## config.mk

```make
export PLATFORM = sky130hd
export DESIGN_NAME = hamming_serial_decoder
export DESIGN_NICKNAME = d
export VERILOG_FILES = /design/src/rtl/hamming_serial_decoder.sv
export SDC_FILE = /design/constraint.sdc
export NUM_CORES = 1
export LEC_CHECK = 0
export CORE_UTILIZATION = 47
export CTS_CLUSTER_DIAMETER = 120
export CTS_CLUSTER_SIZE = 12
export DETAILED_ROUTE_END_ITERATION = 6
export PLACE_DENSITY = 0.84
export SLEW_MARGIN = 25
export SYNTH_ARGS = -nofsm -noshare
export SYNTH_HDL_FRONTEND = slang
export SYNTH_SLANG_ARGS = --single-unit
export TNS_END_PERCENT = 5
```

## constraint.sdc

```tcl
create_clock -name clk -period 1.8 [get_ports clk]
set_input_delay 0.54 -clock clk [delete_from_list [all_inputs] [get_ports clk]]
set_output_delay 0.54 -clock clk [all_outputs]
set_load 0.01 [all_outputs]
```

## src/rtl/hamming_serial_decoder.sv

```systemverilog
// ---------------------------------------------------------------------------
// hamming_serial_decoder
//
// Serial Hamming decoder. One codeword bit is accepted per qualified cycle,
// lowest position first. When the last bit of a frame arrives, a registered
// capture stage computes the syndrome on the next enabled edge. That edge also
// corrects a single-bit error, registers the data word and flags, and pulses
// valid_out for one cycle. The receive FSM never waits for the capture stage,
// so frames may arrive back to back.
//
// Parameters:
//   R      number of Hamming parity bits (3..5); N = 2^R-1, K = N-R
//   CNT_W  width of the saturating corrected-error counter
//
// Optional feature (macro HAMMING_SECDED_EN):
//   defined   - frame is N+1 bits; the last bit is even overall parity, which
//               allows double errors to be detected (SECDED)
//   undefined - frame is N bits; double_err is tied to 0
//
// Ports:
//   clk           clock, rising edge
//   rst           synchronous reset, active-high
//   ena           global enable; when low all state holds
//   bit_in        serial codeword bit
//   bit_valid     qualifies bit_in
//   frame_sync    with bit_valid: bit_in is position 1 of a new frame
//   data_out      decoded data word (bit 0 = lowest non-power-of-two position)
//   syndrome_out  syndrome of the last completed frame
//   valid_out     one-cycle pulse when data_out/syndrome_out update
//   corrected     last frame held a correctable error
//   double_err    last frame held an uncorrectable error (SECDED only)
//   frame_abort   one-cycle pulse when a partial frame is discarded
//   err_count     saturating count of frames reported with corrected=1
// ---------------------------------------------------------------------------
module hamming_serial_decoder #(
  parameter int R     = 3,
  parameter int CNT_W = 8
) (
  input  logic                  clk,
  input  logic                  rst,
  input  logic                  ena,
  input  logic                  bit_in,
  input  logic                  bit_valid,
  input  logic                  frame_sync,
  output logic [(2**R)-R-2:0]   data_out,
  output logic [R-1:0]          syndrome_out,
  output logic                  valid_out,
  output logic                  corrected,
  output logic                  double_err,
  output logic                  frame_abort,
  output logic [CNT_W-1:0]      err_count
);

  localparam int N = (2 ** R) - 1;
  localparam int K = N - R;
`ifdef HAMMING_SECDED_EN
  localparam int L = N + 1;
`else
  localparam int L = N;
`endif
  localparam int CW_W = $clog2(L);
  localparam logic [CW_W-1:0] LAST = CW_W'(L - 1);

  typedef enum logic {IDLE, SHIFT} state_t;

  state_t          state, state_nxt;
  logic [CW_W-1:0] cnt, cnt_nxt;     // number of bits already held in SHIFT
  logic [L-1:0]    cw;               // cw[p-1] holds codeword position p
  logic            pend;             // a completed frame awaits capture

  logic            bit_we;
  logic [CW_W-1:0] wr_idx;
  logic            abort_c;
  logic            done_c;

  // Position of the idx-th data bit (positions that are not powers of two).
  function automatic int data_pos(int idx);
    int seen;
    int result;
    seen   = 0;
    result = 0;
    for (int p = 3; p <= N; p++) begin
      if ((p & (p - 1)) != 0) begin
        if (seen == idx) result = p;
        seen++;
      end
    end
    return result;
  endfunction

  // Receive FSM: next state, write strobe and frame events.
  always_comb begin
    state_nxt = state;
    cnt_nxt   = cnt;
    bit_we    = 1'b0;
    wr_idx    = '0;
    abort_c   = 1'b0;
    done_c    = 1'b0;
    if (bit_valid) begin
      bit_we = 1'b1;
      case (state)
        IDLE: begin
          cnt_nxt   = CW_W'(1);
          state_nxt = SHIFT;
        end
        SHIFT: begin
          if (frame_sync) begin
            // Resynchronise: drop the partial frame, restart at position 1.
            abort_c = 1'b1;
            cnt_nxt = CW_W'(1);
          end else begin
            wr_idx = cnt;
            if (cnt == LAST) begin
              cnt_nxt   = '0;
              state_nxt = IDLE;
              done_c    = 1'b1;
            end else begin
              cnt_nxt = cnt + 1'b1;
            end
          end
        end
        default: state_nxt = IDLE;
      endcase
    end
  end

  // Decode of the held frame. cw is not overwritten before capture: a new
  // frame writes position 1 at the earliest on the capture edge itself.
  logic [R-1:0]   syn_c;
  logic           flip_c;
  logic           corr_c;
  logic [N-1:0]   fixed_c;
  logic [K-1:0]   data_c;
`ifdef HAMMING_SECDED_EN
  logic           par_c;
  logic           derr_c;
`endif

  always_comb begin
    syn_c = '0;
    for (int p = 1; p <= N; p++) begin
      if (cw[p-1]) syn_c = syn_c ^ R'(p);
    end
`ifdef HAMMING_SECDED_EN
    par_c  = ^cw;
    // Odd overall parity means one error; even parity with a nonzero
    // syndrome means two, which cannot be located.
    flip_c = (syn_c != '0) && par_c;
    corr_c = par_c;
    derr_c = (syn_c != '0) && !par_c;
`else
    flip_c = (syn_c != '0);
    corr_c = flip_c;
`endif
    fixed_c = cw[N-1:0];
    for (int p = 1; p <= N; p++) begin
      if (flip_c && (syn_c == R'(p))) fixed_c[p-1] = ~cw[p-1];
    end
    data_c = '0;
    for (int j = 0; j < K; j++) begin
      data_c[j] = fixed_c[data_pos(j) - 1];
    end
  end

  // NOTE: every register below is assigned with <= so all of them sample the
  // pre-edge values; in particular the capture reads cw before this edge's write.
  always_ff @(posedge clk) begin
    if (rst) begin
      state        <= IDLE;
      cnt          <= '0;
      cw           <= '0;
      pend         <= 1'b0;
      data_out     <= '0;
      syndrome_out <= '0;
      valid_out    <= 1'b0;
      corrected    <= 1'b0;
      frame_abort  <= 1'b0;
      err_count    <= '0;
`ifdef HAMMING_SECDED_EN
      double_err   <= 1'b0;
`endif
    end else begin
      valid_out   <= 1'b0;
      frame_abort <= 1'b0;
      if (ena) begin
        state       <= state_nxt;
        cnt         <= cnt_nxt;
        frame_abort <= abort_c;
        pend        <= done_c;
        if (bit_we) cw[wr_idx] <= bit_in;
        if (pend) begin
          data_out     <= data_c;
          syndrome_out <= syn_c;
          corrected    <= corr_c;
          valid_out    <= 1'b1;
`ifdef HAMMING_SECDED_EN
          double_err   <= derr_c;
`endif
          if (corr_c && (err_count != {CNT_W{1'b1}})) err_count <= err_count + 1'b1;
        end
      end
    end
  end

`ifndef HAMMING_SECDED_EN
  assign double_err = 1'b0;
`endif

endmodule

```

==> flow_summary.json, run 1 <==
{
  "outcome": "finished, violations left",
  "violations": "negative setup slack",
  "synth_top_flop_cell": "dfxtp_1",
  "ir_worst_vdd_v": 0.0003386,
  "syn_to_final_growth_pct": 34.11,
  "critPathMaxStageDelay_ns": 0.49,
  "worstReg2RegStart": "cw[2]",
  "path_clk_slew_ns": 0.10,
  "nets": 232,
  "crit_required_ns": 2.04,
  "initial_core_util_pct": 50.24,
  "final_cell_mix": "nor2_1 (25), dfxtp_1 (25), buf_4 (22)",
  "avgViaCountPerCell": 5.322,
  "core_area_um2": 3103,
  "drt-initial-drc-count": 134,
  "hold_class": "reg2reg",
  "hold_viol_final": 0,
  "finalCritPeriodShare_pct": 100.4,
  "remaining_drc_errors": 0,
  "synthArstFlopShare_pct": 0,
  "reg2reg_depth": 5,
  "powerDensity_nw_per_um2": 599.7,
  "crit_path_end_kind": "register",
  "slowest_stage": "or4b_1",
  "clk_latency_ns": 0.34,
  "synth_edf_count": 0,
  "ys_ff_latch": 30,
  "clockBufferDepth": 2,
  "die_y_um": 59.60,
  "hold_slack_ns": 0.4687,
  "dr.pass1.iters": 4,
  "rrSetupSlack_ns": -0.008,
  "path_cells": "xnor3_2 > xnor2_4 > a21oi_4 > or4b_1 > o211a_1",
  "yosysSeqAreaShare_pct": 38.52,
  "hold_start": "cw[0]",
  "ant_nets": 0,
  "wirelength_um": 3446,
  "clock_skew_ns": 0.01107,
  "num_rows": 20,
  "synth_area_um2": 1559,
  "diodes": 0,
  "post_synth_num_cell_types": 42,
  "fmax_ghz": 0.5531,
  "critPathLaunchType": "register",
  "grt_max_degree": 31,
  "via_count": 1437,
  "wire_per_inst_um": 12.76,
  "period_minus_slack_ns": 1.808,
  "root_buffer": "clkbuf_4",
  "grt_pass1_vias": 1322,
  "track_usage_pct": 22.27,
  "hold_depth": 2,
  "finalMaxSlewViolations": 0,
  "cts_tree": "done",
  "cts_buffers": 5,
  "synth_area_per_cell_um2": 8.566,
  "port_buffers": 23,
  "finalSetupViolations": 2,
  "clkSinkCount": 30,
  "setup_slack_ns": -0.008076,
  "cp_data_arrival_time_ns": 2.05,
  "gr-total-overflow": 0,
  "synthCells": 182,
  "htreeDepth": 2,
  "syn_nets": 189,
  "tns_ns": -0.009614,
  "rsz0062_at_grt": "true",
  "worstSetupPathType": "reg2reg",
  "drive_gt1_share_pct": 22.12,
  "die_area_um2": 3552,
  "yosys_warnings": 0,
  "r2r_end": "err_count[6]",
  "ioPinCount": 25,
  "p_leak_uw": 0.0009734,
  "crit_fanout": 10,
  "dpl.hpwl_um": 2479,
  "grt_pass1_wl_um": 5678,
  "max_cap_viol_count": 0,
  "die_w_um": 59.60,
  "grt_antenna_before_repair": 0,
  "gp_congestion": 0.8158,
  "min_to": "cw[0]"
}
-- critical path, delay by kind of cell, from the launching register on --
| family | cells | cell delay (ns) |
|---|---|---|
| AOI/OAI and AO/OA | 2 | 0.23 |
| xor gates and xnor gates | 2 | 0.66 |
| DFF | 1 | 0.34 |
| and+or+nand+nor | 1 | 0.49 |
-- kinds of logic after synthesis --
logic type               share of synthesized area, %
XOR/XNOR                                        8.346
AO/OA/AOI/OAI                                   11.80
buffers and inverters                           4.896
other                                          0.2405
flip-flops                                      38.52
multiplexers                                    8.106
AND/OR/NAND/NOR                                 27.29
adder cells (fa/ha/maj)                        0.8024
-- synthesized netlist by cell type, types with 3 or more instances --
cell	instances	area [um2]
dfxtp_1	30	600.6
nor2_1	25	93.84
nand2_1	13	48.80
nand3_1	12	60.06
a21oi_1	11	55.05
nor3_1	9	45.04
o21ai_0	9	45.04
clkbuf_1	7	26.28
mux2i_1	7	70.07
and3_1	6	37.54
nor2b_1	6	37.54
mux2_2	5	56.30
xnor2_1	5	43.79
xor2_1	4	35.03
nand4_1	3	18.77
-- flip-flops by register name, summed over array words and instances, names as in the netlist --
signal / count
cw: 7
state: 1
frame_abort: 1
syndrome_out: 3
data_out: 4
err_count: 8
valid_out: 1
corrected: 1
cnt: 3
pend: 1
-- layer usage --
metal	vias up	track usage, %	share of wire [%]
li1	724	-	-
met1	662	27.00	45
met2	47	35.31	48
met3	4	7.424	5.9
met4	0	10.96	1.6
met5	-	0	0
-- worst max-delay path by stage --
stage	from	to	slack, ns	depth (start not counted)
after global routing	cw[2]	err_count[3]	-0.06	5
after CTS	cw[0]	err_count[5]	-0.03	5
final	cw[2]	err_count[6]	-0.008	5
after floorplan	cw[0]	err_count[5]	-0.02	5
after global placement	ena	err_count[6]	-0.29	5
after detailed placement	ena	err_count[6]	-0.31	5
-- metrics by stage --
| step | setup slack (ns) | total power, uW | area (um2) | std cells | utilization (%) |
|---|---|---|---|---|---|
| after CTS | -0.03402 | 1265 | 2054 | 269 | 66.21 |
| after detailed placement | -0.3113 | 768.1 | 1981 | 261 | 63.83 |
| after floorplan | -0.02099 | 728.1 | 1579 | 182 | - |
| final | -0.008076 | 1254 | 2091 | 270 | 67.38 |
| after global placement | -0.2942 | 766.6 | 1981 | 261 | 63.83 |
| after global routing | -0.06441 | 1313 | 2091 | 270 | 67.38 |
-- timing repair --
item,4_1_cts,5_1_grt
hold buffers,0,0
resized for setup,10,10
pin swaps,2,4
setup endpoints to repair,13,16
setup buffers,0,1
-- where the power goes --
part | switching [uW] | leakage, uW | total (uW) | internal (uW)
combinational | 42.9 | 0.000684 | 81.4 | 38.4
clock | 233 | 0.0000446 | 500 | 267
sequential | 5.32 | 0.000245 | 673 | 668
-- final cells by class --
| cell class | instances | area, um2 |
|---|---|---|
| repair buffers | 47 | 430.4 |
| fillers | 260 | 1012 |
| inverters | 2 | 7.507 |
| multi-input cells | 139 | 912.1 |
| well taps | 44 | 55.05 |
| clock buffers | 8 | 78.83 |
| flip-flops and latches | 30 | 606.8 |
Power figures use the tool's default switching activity.
==> run 2: changes to the inputs <==
--- a/config.mk
+++ b/config.mk
@@ -5,6 +5,7 @@
 export SDC_FILE = /design/constraint.sdc
 export NUM_CORES = 1
 export LEC_CHECK = 0
+export CORE_MARGIN = 5
 export CORE_UTILIZATION = 47
 export CTS_CLUSTER_DIAMETER = 120
 export CTS_CLUSTER_SIZE = 12
==> run 2 against run 1 <==
  * Maximum frequency rose by 0.14%
  * First-iteration DRC count is 43% lower
  * The run still ends with negative setup slack left
  * Global-route usage is 6.0 points lower
  * Worst hold slack improved by 0.0054 ns
  * Highest routed layer unchanged
  * Design area shrank 0.12%
  * Non-clock buffer count is 5 higher
==> flow_summary.json, run 2 (same netlist as run 1, synthesis figures left out) <==
{
  "crit_required_ns": 2.02,
  "diodes": 0,
  "p_leak_uw": 0.0009573,
  "finalSetupViolations": 1,
  "root_buffer": "clkbuf_4",
  "final_common_cell": "buf_4",
  "outcome": "finished, violations left",
  "grt_max_degree": 31,
  "period_minus_slack_ns": 1.806,
  "reg2reg_depth": 5,
  "fmax_ghz": 0.5539,
  "grt_pass1_wl_um": 5540,
  "hold_viol_final": 0,
  "dr.pass1.iters": 4,
  "finalCritPeriodShare_pct": 100.3,
  "finalMaxSlewViolations": 0,
  "grt_pass1_vias": 1314,
  "track_usage_pct": 16.31,
  "postCtsSetupBuffers": 0,
  "nFillCells": 280,
  "clkSinkCount": 30,
  "violations": "negative setup slack",
  "regMostFlops": "err_count",
  "via_count": 1482,
  "die_area_um2": 4569,
  "ir_worst_vdd_v": 0.0002349,
  "rsz0062_at_grt": "true",
  "ioPinCount": 25,
  "htreeDepth": 2,
  "endpoint": "err_count[3]",
  "grt_antenna_before_repair": 0,
  "syn_to_final_growth_pct": 33.95,
  "max_cap_viol_count": 0,
  "remaining_drc_errors": 0,
  "r2r_end": "err_count[3]",
  "tns_ns": -0.005526,
  "crit_fanout": 10,
  "wire_per_inst_um": 12.83,
  "rrSetupSlack_ns": -0.006,
  "placed_area_um2": 2028,
  "gr-total-overflow": 0,
  "avgViaCountPerCell": 5.370,
  "cts_tree": "done",
  "startpoint": "cw[2]",
  "gp_congestion": 0.8752,
  "nets": 237,
  "dpl.hpwl_um": 2654,
  "worstReg2RegStart": "cw[2]",
  "cts_hold_buf": 0,
  "p_total_uw": 1121,
  "die_y_um": 67.60,
  "core_area_um2": 3284,
  "clk_latency_ns": 0.33,
  "cp_data_arrival_time_ns": 2.03,
  "cts_buffers": 5,
  "final_cell_mix": "buf_4 (28), nor2_1 (25), dfxtp_1 (24)",
  "stdcell_area_um2": 2088,
  "powerDensity_nw_per_um2": 536.7,
  "num_rows": 21,
  "clockBufferDepth": 2,
  "wirelength_um": 3542,
  "die_w_um": 67.60,
  "drt-initial-drc-count": 77,
  "path_clk_slew_ns": 0.09,
  "initial_core_util_pct": 47.47,
  "hold_start": "state",
  "critPathLaunchType": "register",
  "crit_path_end_kind": "register",
  "drive_gt1_share_pct": 23.91,
  "top_regs": "err_count x8, cw x7, data_out x4",
  "port_buffers": 23,
  "largest_reg_flops": 8,
  "clock_skew_ns": 0.007394,
  "worstSetupPathType": "reg2reg",
  "hold_class": "reg2reg",
  "setup_slack_ns": -0.005526,
  "ant_nets": 0
}
## run 2: cell count changes in the layout (fill, tap and decap cells not counted), sizes merged
cell,previous run,this run
buf,24,29
clkdlybuf4s50,11,13
clkbuf,8,7
dlygate4sd2,7,6
dlymetal6s2s,5,4
## run 2: layer usage
| metal | global-route usage, % | up-vias | routed length [um] |
|---|---|---|---|
| li1 | - | 735 | - |
| met1 | 18.60 | 707 | 1578 |
| met2 | 27.70 | 33 | 1765 |
| met3 | 3.494 | 7 | 122 |
| met4 | 9.620 | 0 | 76 |
| met5 | 0 | - | 0 |
## run 2: timing repair
item | in CTS | in global routing
resized for setup | 12 | 7
pin swaps | 4 | 1
endpoints found under the setup margin | 13 | 12
## run 2: worst min-delay path by stage
stage,endpoint,slack [ns],cells past startpoint
after floorplan,frame_abort,0.44,2
after global placement,cw[0],0.45,2
after detailed placement,cw[0],0.46,2
after CTS,frame_abort,0.48,2
after global routing,cw[0],0.49,2
final,frame_abort,0.47,2
## run 2: where the power goes
part / switching, uW / internal, uW / leakage (uW)
Sequential: 5.18 / 667 / 0.000245
Clock: 216 / 147 / 0.0000254
Combinational: 43.1 / 42.3 / 0.000687
Total: 264 / 857 / 0.000957
## run 2: worst max-delay path, stage by stage (launching register included)
cell and delay (ns):
dfxtp_2 0.34, xnor3_2 0.47, xnor2_4 0.19, a21oi_4 0.09, nor4b_2 0.25, mux2_2 0.36
## run 2: layout make-up
class                           instances  area (um2)  area share, %
Multi-Input combinational cell        139       907.1          43.44
Sequential cell                        30       608.1          29.12
Timing Repair Buffer                   52       462.9          22.17
Tap cell                               46       57.56          2.756
Clock buffer                            7       45.04          2.157
Inverter                                2       7.507         0.3595
## run 2: metrics by stage
step | worst slack (ns) | hold WS (ns) | utilization (%) | cells
after CTS | -0.02024 | 0.4774 | 63.16 | 276
after floorplan | -0.02099 | 0.4365 | - | 182
after detailed placement | -0.3696 | 0.4587 | 61.75 | 269
after global placement | -0.3242 | 0.4486 | 61.75 | 269
after global routing | -0.05843 | 0.4930 | 63.58 | 276
final | -0.005526 | 0.4740 | 63.58 | 276
